**config.mk**
```make
export PLATFORM = sky130hd
export DESIGN_NAME = load_store_unit
export DESIGN_NICKNAME = d
export VERILOG_FILES = /design/src/rtl/load_store_unit.sv
export SDC_FILE = /design/constraint.sdc
export NUM_CORES = 1
export LEC_CHECK = 0
export CAP_MARGIN = 10
export CELL_PAD_IN_SITES_DETAIL_PLACEMENT = 1
export CELL_PAD_IN_SITES_GLOBAL_PLACEMENT = 1
export CORE_ASPECT_RATIO = 0.8
export CORE_UTILIZATION = 34
export CTS_BUF_LIST = sky130_fd_sc_hd__clkbuf_4
export DETAILED_ROUTE_END_ITERATION = 6
export GPL_TIMING_DRIVEN = 1
export HOLD_SLACK_MARGIN = 0.12
export PLACE_DENSITY = 0.87
export SYNTH_ARGS = -nofsm -noshare
export SYNTH_HDL_FRONTEND = slang
export SYNTH_SLANG_ARGS = --single-unit
```
**constraint.sdc**
```tcl
create_clock -name clock -period 2.7 [get_ports clock]
set_input_delay 0.405 -clock clock [delete_from_list [all_inputs] [get_ports clock]]
set_output_delay 0.405 -clock clock [all_outputs]
set_load 0.1 [all_outputs]
```
**src/rtl/load_store_unit.sv**
```systemverilog
// Purpose: RV32I load/store engine between a request port and a single-port word-wide data memory.
// Latency: loads and SW respond 2 cycles after accept, SB/SH 3 cycles (read-modify-write), errors 1 cycle.
// Backpressure: req_ready only in IDLE, one request in flight; resp_valid is a one-cycle pulse with no backpressure.
module load_store_unit #(
    parameter int width     = 32,
    parameter int addrWidth = 8
) (
    input  logic                 clock,
    input  logic                 reset,
    input  logic                 req_valid,
    output logic                 req_ready,
    input  logic                 req_write,
    input  logic [2:0]           req_funct3,
    input  logic [31:0]          req_addr,
    input  logic [width-1:0]     req_wdata,
    output logic                 resp_valid,
    output logic [width-1:0]     resp_rdata,
    output logic                 resp_err,
    output logic [addrWidth-1:0] mem_addr,
    output logic [width-1:0]     mem_din,
    output logic                 mem_wren,
    input  logic [width-1:0]     mem_dout
);

    typedef enum logic [1:0] {
        IDLE   = 2'd0,
        ACCESS = 2'd1,
        WRITE  = 2'd2,
        DONE   = 2'd3
    } state_t;

    // Captured request; only the address bits that reach the memory are kept.
    typedef struct packed {
        logic                 write;
        logic [2:0]           funct3;
        logic [addrWidth+1:0] addr;
        logic [width-1:0]     wdata;
        logic                 err;
    } req_t;

    state_t           state, state_nxt;
    req_t             req_q;
    logic [width-1:0] data_q;      // extended load data, or merged word for SB/SH
    logic             req_err;
    logic [7:0]       byte_lane;
    logic [15:0]      half_lane;
    logic [width-1:0] load_ext;
    logic [width-1:0] merged;
    logic             sub_word_store;

    // Upper address bits wrap the word index away by design.
    logic unused_addr_hi;
    assign unused_addr_hi = ^req_addr[31:addrWidth+2];

    // Classify the incoming request as misaligned or illegal before it is accepted.
    always_comb begin
        req_err = 1'b1;
        case (req_funct3)
            3'b000:         req_err = 1'b0;
            3'b001:         req_err = req_addr[0];
            3'b010:         req_err = |req_addr[1:0];
            3'b100, 3'b101: req_err = req_write | (req_funct3[0] & req_addr[0]);
            default:        req_err = 1'b1;
        endcase
    end

    // Pick the addressed little-endian lanes out of the memory word.
    always_comb begin
        byte_lane = mem_dout[7:0];
        case (req_q.addr[1:0])
            2'd0: byte_lane = mem_dout[7:0];
            2'd1: byte_lane = mem_dout[15:8];
            2'd2: byte_lane = mem_dout[23:16];
            2'd3: byte_lane = mem_dout[31:24];
            default: byte_lane = mem_dout[7:0];
        endcase
        half_lane = req_q.addr[1] ? mem_dout[31:16] : mem_dout[15:0];
    end

    // Sign- or zero-extend the selected lane for loads.
    always_comb begin
        load_ext = mem_dout;
        case (req_q.funct3)
            3'b000:  load_ext = {{(width-8){byte_lane[7]}}, byte_lane};
            3'b001:  load_ext = {{(width-16){half_lane[15]}}, half_lane};
            3'b100:  load_ext = {{(width-8){1'b0}}, byte_lane};
            3'b101:  load_ext = {{(width-16){1'b0}}, half_lane};
            default: load_ext = mem_dout;
        endcase
    end

    // Splice store data into the current memory word for SB/SH.
    always_comb begin
        merged = mem_dout;
        if (req_q.funct3[0] == 1'b0) begin
            case (req_q.addr[1:0])
                2'd0: merged[7:0]   = req_q.wdata[7:0];
                2'd1: merged[15:8]  = req_q.wdata[7:0];
                2'd2: merged[23:16] = req_q.wdata[7:0];
                2'd3: merged[31:24] = req_q.wdata[7:0];
                default: merged = mem_dout;
            endcase
        end else if (req_q.addr[1]) begin
            merged[31:16] = req_q.wdata[15:0];
        end else begin
            merged[15:0] = req_q.wdata[15:0];
        end
    end

    assign sub_word_store = req_q.write && (req_q.funct3[1:0] != 2'b10);

    // State register; reset abandons any in-flight request.
    always_ff @(posedge clock or posedge reset) begin
        if (reset) state <= IDLE;
        else       state <= state_nxt;
    end

    // Capture the request on acceptance; inputs are ignored while busy.
    always_ff @(posedge clock or posedge reset) begin
        if (reset) begin
            req_q <= '0;
        end else if (state == IDLE && req_valid) begin
            req_q.write  <= req_write;
            req_q.funct3 <= req_funct3;
            req_q.addr   <= req_addr[addrWidth+1:0];
            req_q.wdata  <= req_wdata;
            req_q.err    <= req_err;
        end
    end

    // Register the load result or the merged store word during the memory access.
    always_ff @(posedge clock or posedge reset) begin
        if (reset) begin
            data_q <= '0;
        end else if (state == ACCESS) begin
            data_q <= req_q.write ? merged : load_ext;
        end
    end

    // Next-state and state-decoded outputs so reset drops mem_wren at once.
    always_comb begin
        state_nxt  = state;
        req_ready  = 1'b0;
        resp_valid = 1'b0;
        resp_err   = 1'b0;
        resp_rdata = '0;
        mem_addr   = '0;
        mem_din    = '0;
        mem_wren   = 1'b0;
        case (state)
            IDLE: begin
                req_ready = 1'b1;
                if (req_valid) state_nxt = req_err ? DONE : ACCESS;
            end
            ACCESS: begin
                mem_addr = req_q.addr[addrWidth+1:2];
                if (req_q.write && !sub_word_store) begin
                    mem_wren = 1'b1;
                    mem_din  = req_q.wdata;
                end
                state_nxt = sub_word_store ? WRITE : DONE;
            end
            WRITE: begin
                mem_addr  = req_q.addr[addrWidth+1:2];
                mem_wren  = 1'b1;
                mem_din   = data_q;
                state_nxt = DONE;
            end
            DONE: begin
                resp_valid = 1'b1;
                resp_err   = req_q.err;
                if (!req_q.write && !req_q.err) resp_rdata = data_q;
                state_nxt = IDLE;
            end
            default: state_nxt = IDLE;
        endcase
    end

endmodule

```
==> reports/qor.csv <==
metric;value;unit
status;finished clean;
crit_chain;inv_1 -> ha_1 -> nand2_1 -> nor2_4 -> buf_6 -> a22oi_1 -> nor2_2 -> buf_12;
drive_above_1_share;36.2;%
core-area;14300;µm²
synthTopCellsByArea;dfrtp_1 (41%), mux2_2 (11%), and2_1 (5.4%);
drc;0;
start_util;34.8;%
fp.dieArea;15100;µm²
filler_cell_count;1527;
topRoutingLayerUsed;met4;
cap_viol_max_count;0;
wl;19.3;mm
die_h;110;µm
grt_max_degree;34;
post-dp-hpwl;14.6;mm
hold_viol_final;0;
ant_nets;0;
clockRootBuffer;clkbuf_4;
synth_edf_count;0;
async_reset_ff_share;100;%
wl_met1;8.21;mm
netlist.top_cell.by_area;dfrtp_1;
synth.distinct_cells;53;
syn_area_per_cell;9.52;µm²
path_delay_family;buffers and inverters;
crit_fanout;11;
insertion_delay;0.46;ns
rows;39;
clockBufferDepth;2;
synth.top_cell.area_share;40.8;%
fin_nets;779;
cts_tree;yes;
min_period;2.58;ns
worstReg2RegStart;state[1];
io_pins;179;
setup_viol;0;
dp_cells;845;
dr_wl_met3;1.12;mm
ys_seq_area_share;40.8;%
vias;4937;
ys_top_cells_by_count;dfrtp_1 (81), nor2_1 (58), mux2_2 (48);
synth_cells;522;
first_global_vias;5269;
grtUsageTotal;26.6;%
path_depth;8;
layout_setup_ws;0.123;ns
slew_headroom;49.8;%
cts_buffers;9;
clkSlewWorstSetupHoldPaths;0.14;ns
synth.ff_latch_count;81;
critPathArrivalTime;2.17;ns
startpoint_type;flop;
wl_met2;9.51;mm
endpoint;mem_din[2];
syn_to_final_growth;56.2;%
gp_congestion;0.891;
end_kind;output port;
dr.pass1.iters;5;
maxSlewViolCount;0;
slowest_stage;dfrtp_1;
place_ws;0.341;ns
h-tree-depth;3;
fmax;388;MHz
netlist_area;4970;µm²
wl_per_cell;22.4;µm
ys.flop_type;dfrtp_1;
r2r-end;data_q[2];
syn_nets;629;
fin_skew;0.0210;ns
reg2reg_slack;0.34;ns
stdcell_count;861;
yosys_warnings;0;
worst_slew_pin_slew;0.752;ns
r2r_cells;6;
crit_type;reg -> out;
yosysMostFrequentCell;dfrtp_1;
grt_pass1_wl;29.9;mm
fp.dieW;137;µm
cp_num_buf_inv;3;
fin_crit_sh;95.4;%
hold-worst-slack;0.275;ns
port_buffers;156;
via_per_inst;5.73;
postCtsSetupRepairBufs;0;
antenna_found_initial;0;
hold_path_class;in -> async;
diodes;0;
worstSetupStartpoint;state[1];
grt-ovfl-total;0;
drt_iter0_markers;323;
max_stage_delay;0.45;ns
numClockSinks;81;
critical_path_required;2.30;ns
## worst min-delay path by stage
stage | slack (ns) | endpoint | startpoint | cells past startpoint
finish | 0.27 | data_q[8] | reset | 2
global route | 0.30 | req_q[33] | reset | 2
CTS | 0.27 | data_q[8] | reset | 2
detailed placement | 0.49 | req_q[36] | req_q[36] | 1
global placement | 0.48 | req_q[39] | req_q[39] | 1
floorplan | 0.46 | req_q[0] | req_q[0] | 2
## worst register-to-register path, delay by kind of cell (launching register included)
family          cells  cell delay (ns)
flops               1             0.45
fa+ha+maj           1             0.20
buf+inv             2             0.45
compound gates      1             0.26
simple gates        2             0.96
## cells in the final DEF, fill, tap and decap left out, types with 6 or more instances in the layout
cell / count
a22o_1: 6
o21ai_0: 13
a21oi_1: 18
inv_1: 14
mux2_2: 48
clkbuf_4: 10
mux2i_1: 20
clkdlybuf4s50_1: 80
a31oi_1: 6
nor2_1: 24
buf_4: 31
nand2_1: 37
a221o_1: 6
and2_1: 13
buf_12: 67
a221oi_1: 9
and2_2: 30
dfrtp_1: 80
nor3_1: 9
a22oi_1: 33
nor2_2: 31
a32oi_1: 7
o221ai_1: 6
## kinds of logic (layout without fill, tap and decap cells)
family          count (synthesis)  in the layout  share of synthesized area, %
mux                            69             69                          15.2
compound gates                140            140                          21.2
fa+ha+maj                       4              4                          1.01
buf+inv                        57            212                          5.04
flops                          81             81                          40.8
simple gates                  171            171                          16.8
## routing by layer
metal / global-route usage [%] / vias up
met5: 0 / -
met4: 8.01 / 0
met3: 5.08 / 41
met2: 44.6 / 190
met1: 34.7 / 2506
li1: - / 2200
## per-stage QoR
stage          area (µm²)  utilization, %  TNS [ns]
2_1_floorplan        5090               -    -0.184
3_3_place_gp         7520            52.6         0
3_5_place_dp         7520            52.6         0
4_1_cts              7730            54.0         0
5_1_grt              7760            54.3   -0.0391
6_report             7760            54.3         0
## layout make-up
cell class / instances / area (µm²) / area share [%]
multi-input combinational: 384 / 2840 / 36.6
timing repair buffer: 180 / 2400 / 30.9
sequential: 81 / 2030 / 26.1
tap: 184 / 230 / 2.96
clock inverter: 6 / 130 / 1.68
clock buffer: 10 / 75.1 / 0.967
inverter: 16 / 61.3 / 0.790
## registers in the layout, indices dropped and copies added, names as in the netlist
signal	cells
data_q	32
state	2
req_q	47
## timing repair
action | in CTS | in global routing
resized for setup | 1 | 10
pin swaps | 0 | 0
endpoints found under the setup margin | 2 | 23
hold buffers | 0 | 0
cloned | 0 | 0
Power is not shown: default switching activity piles up to over one toggle a cycle in this logic, so the estimate is an artifact.
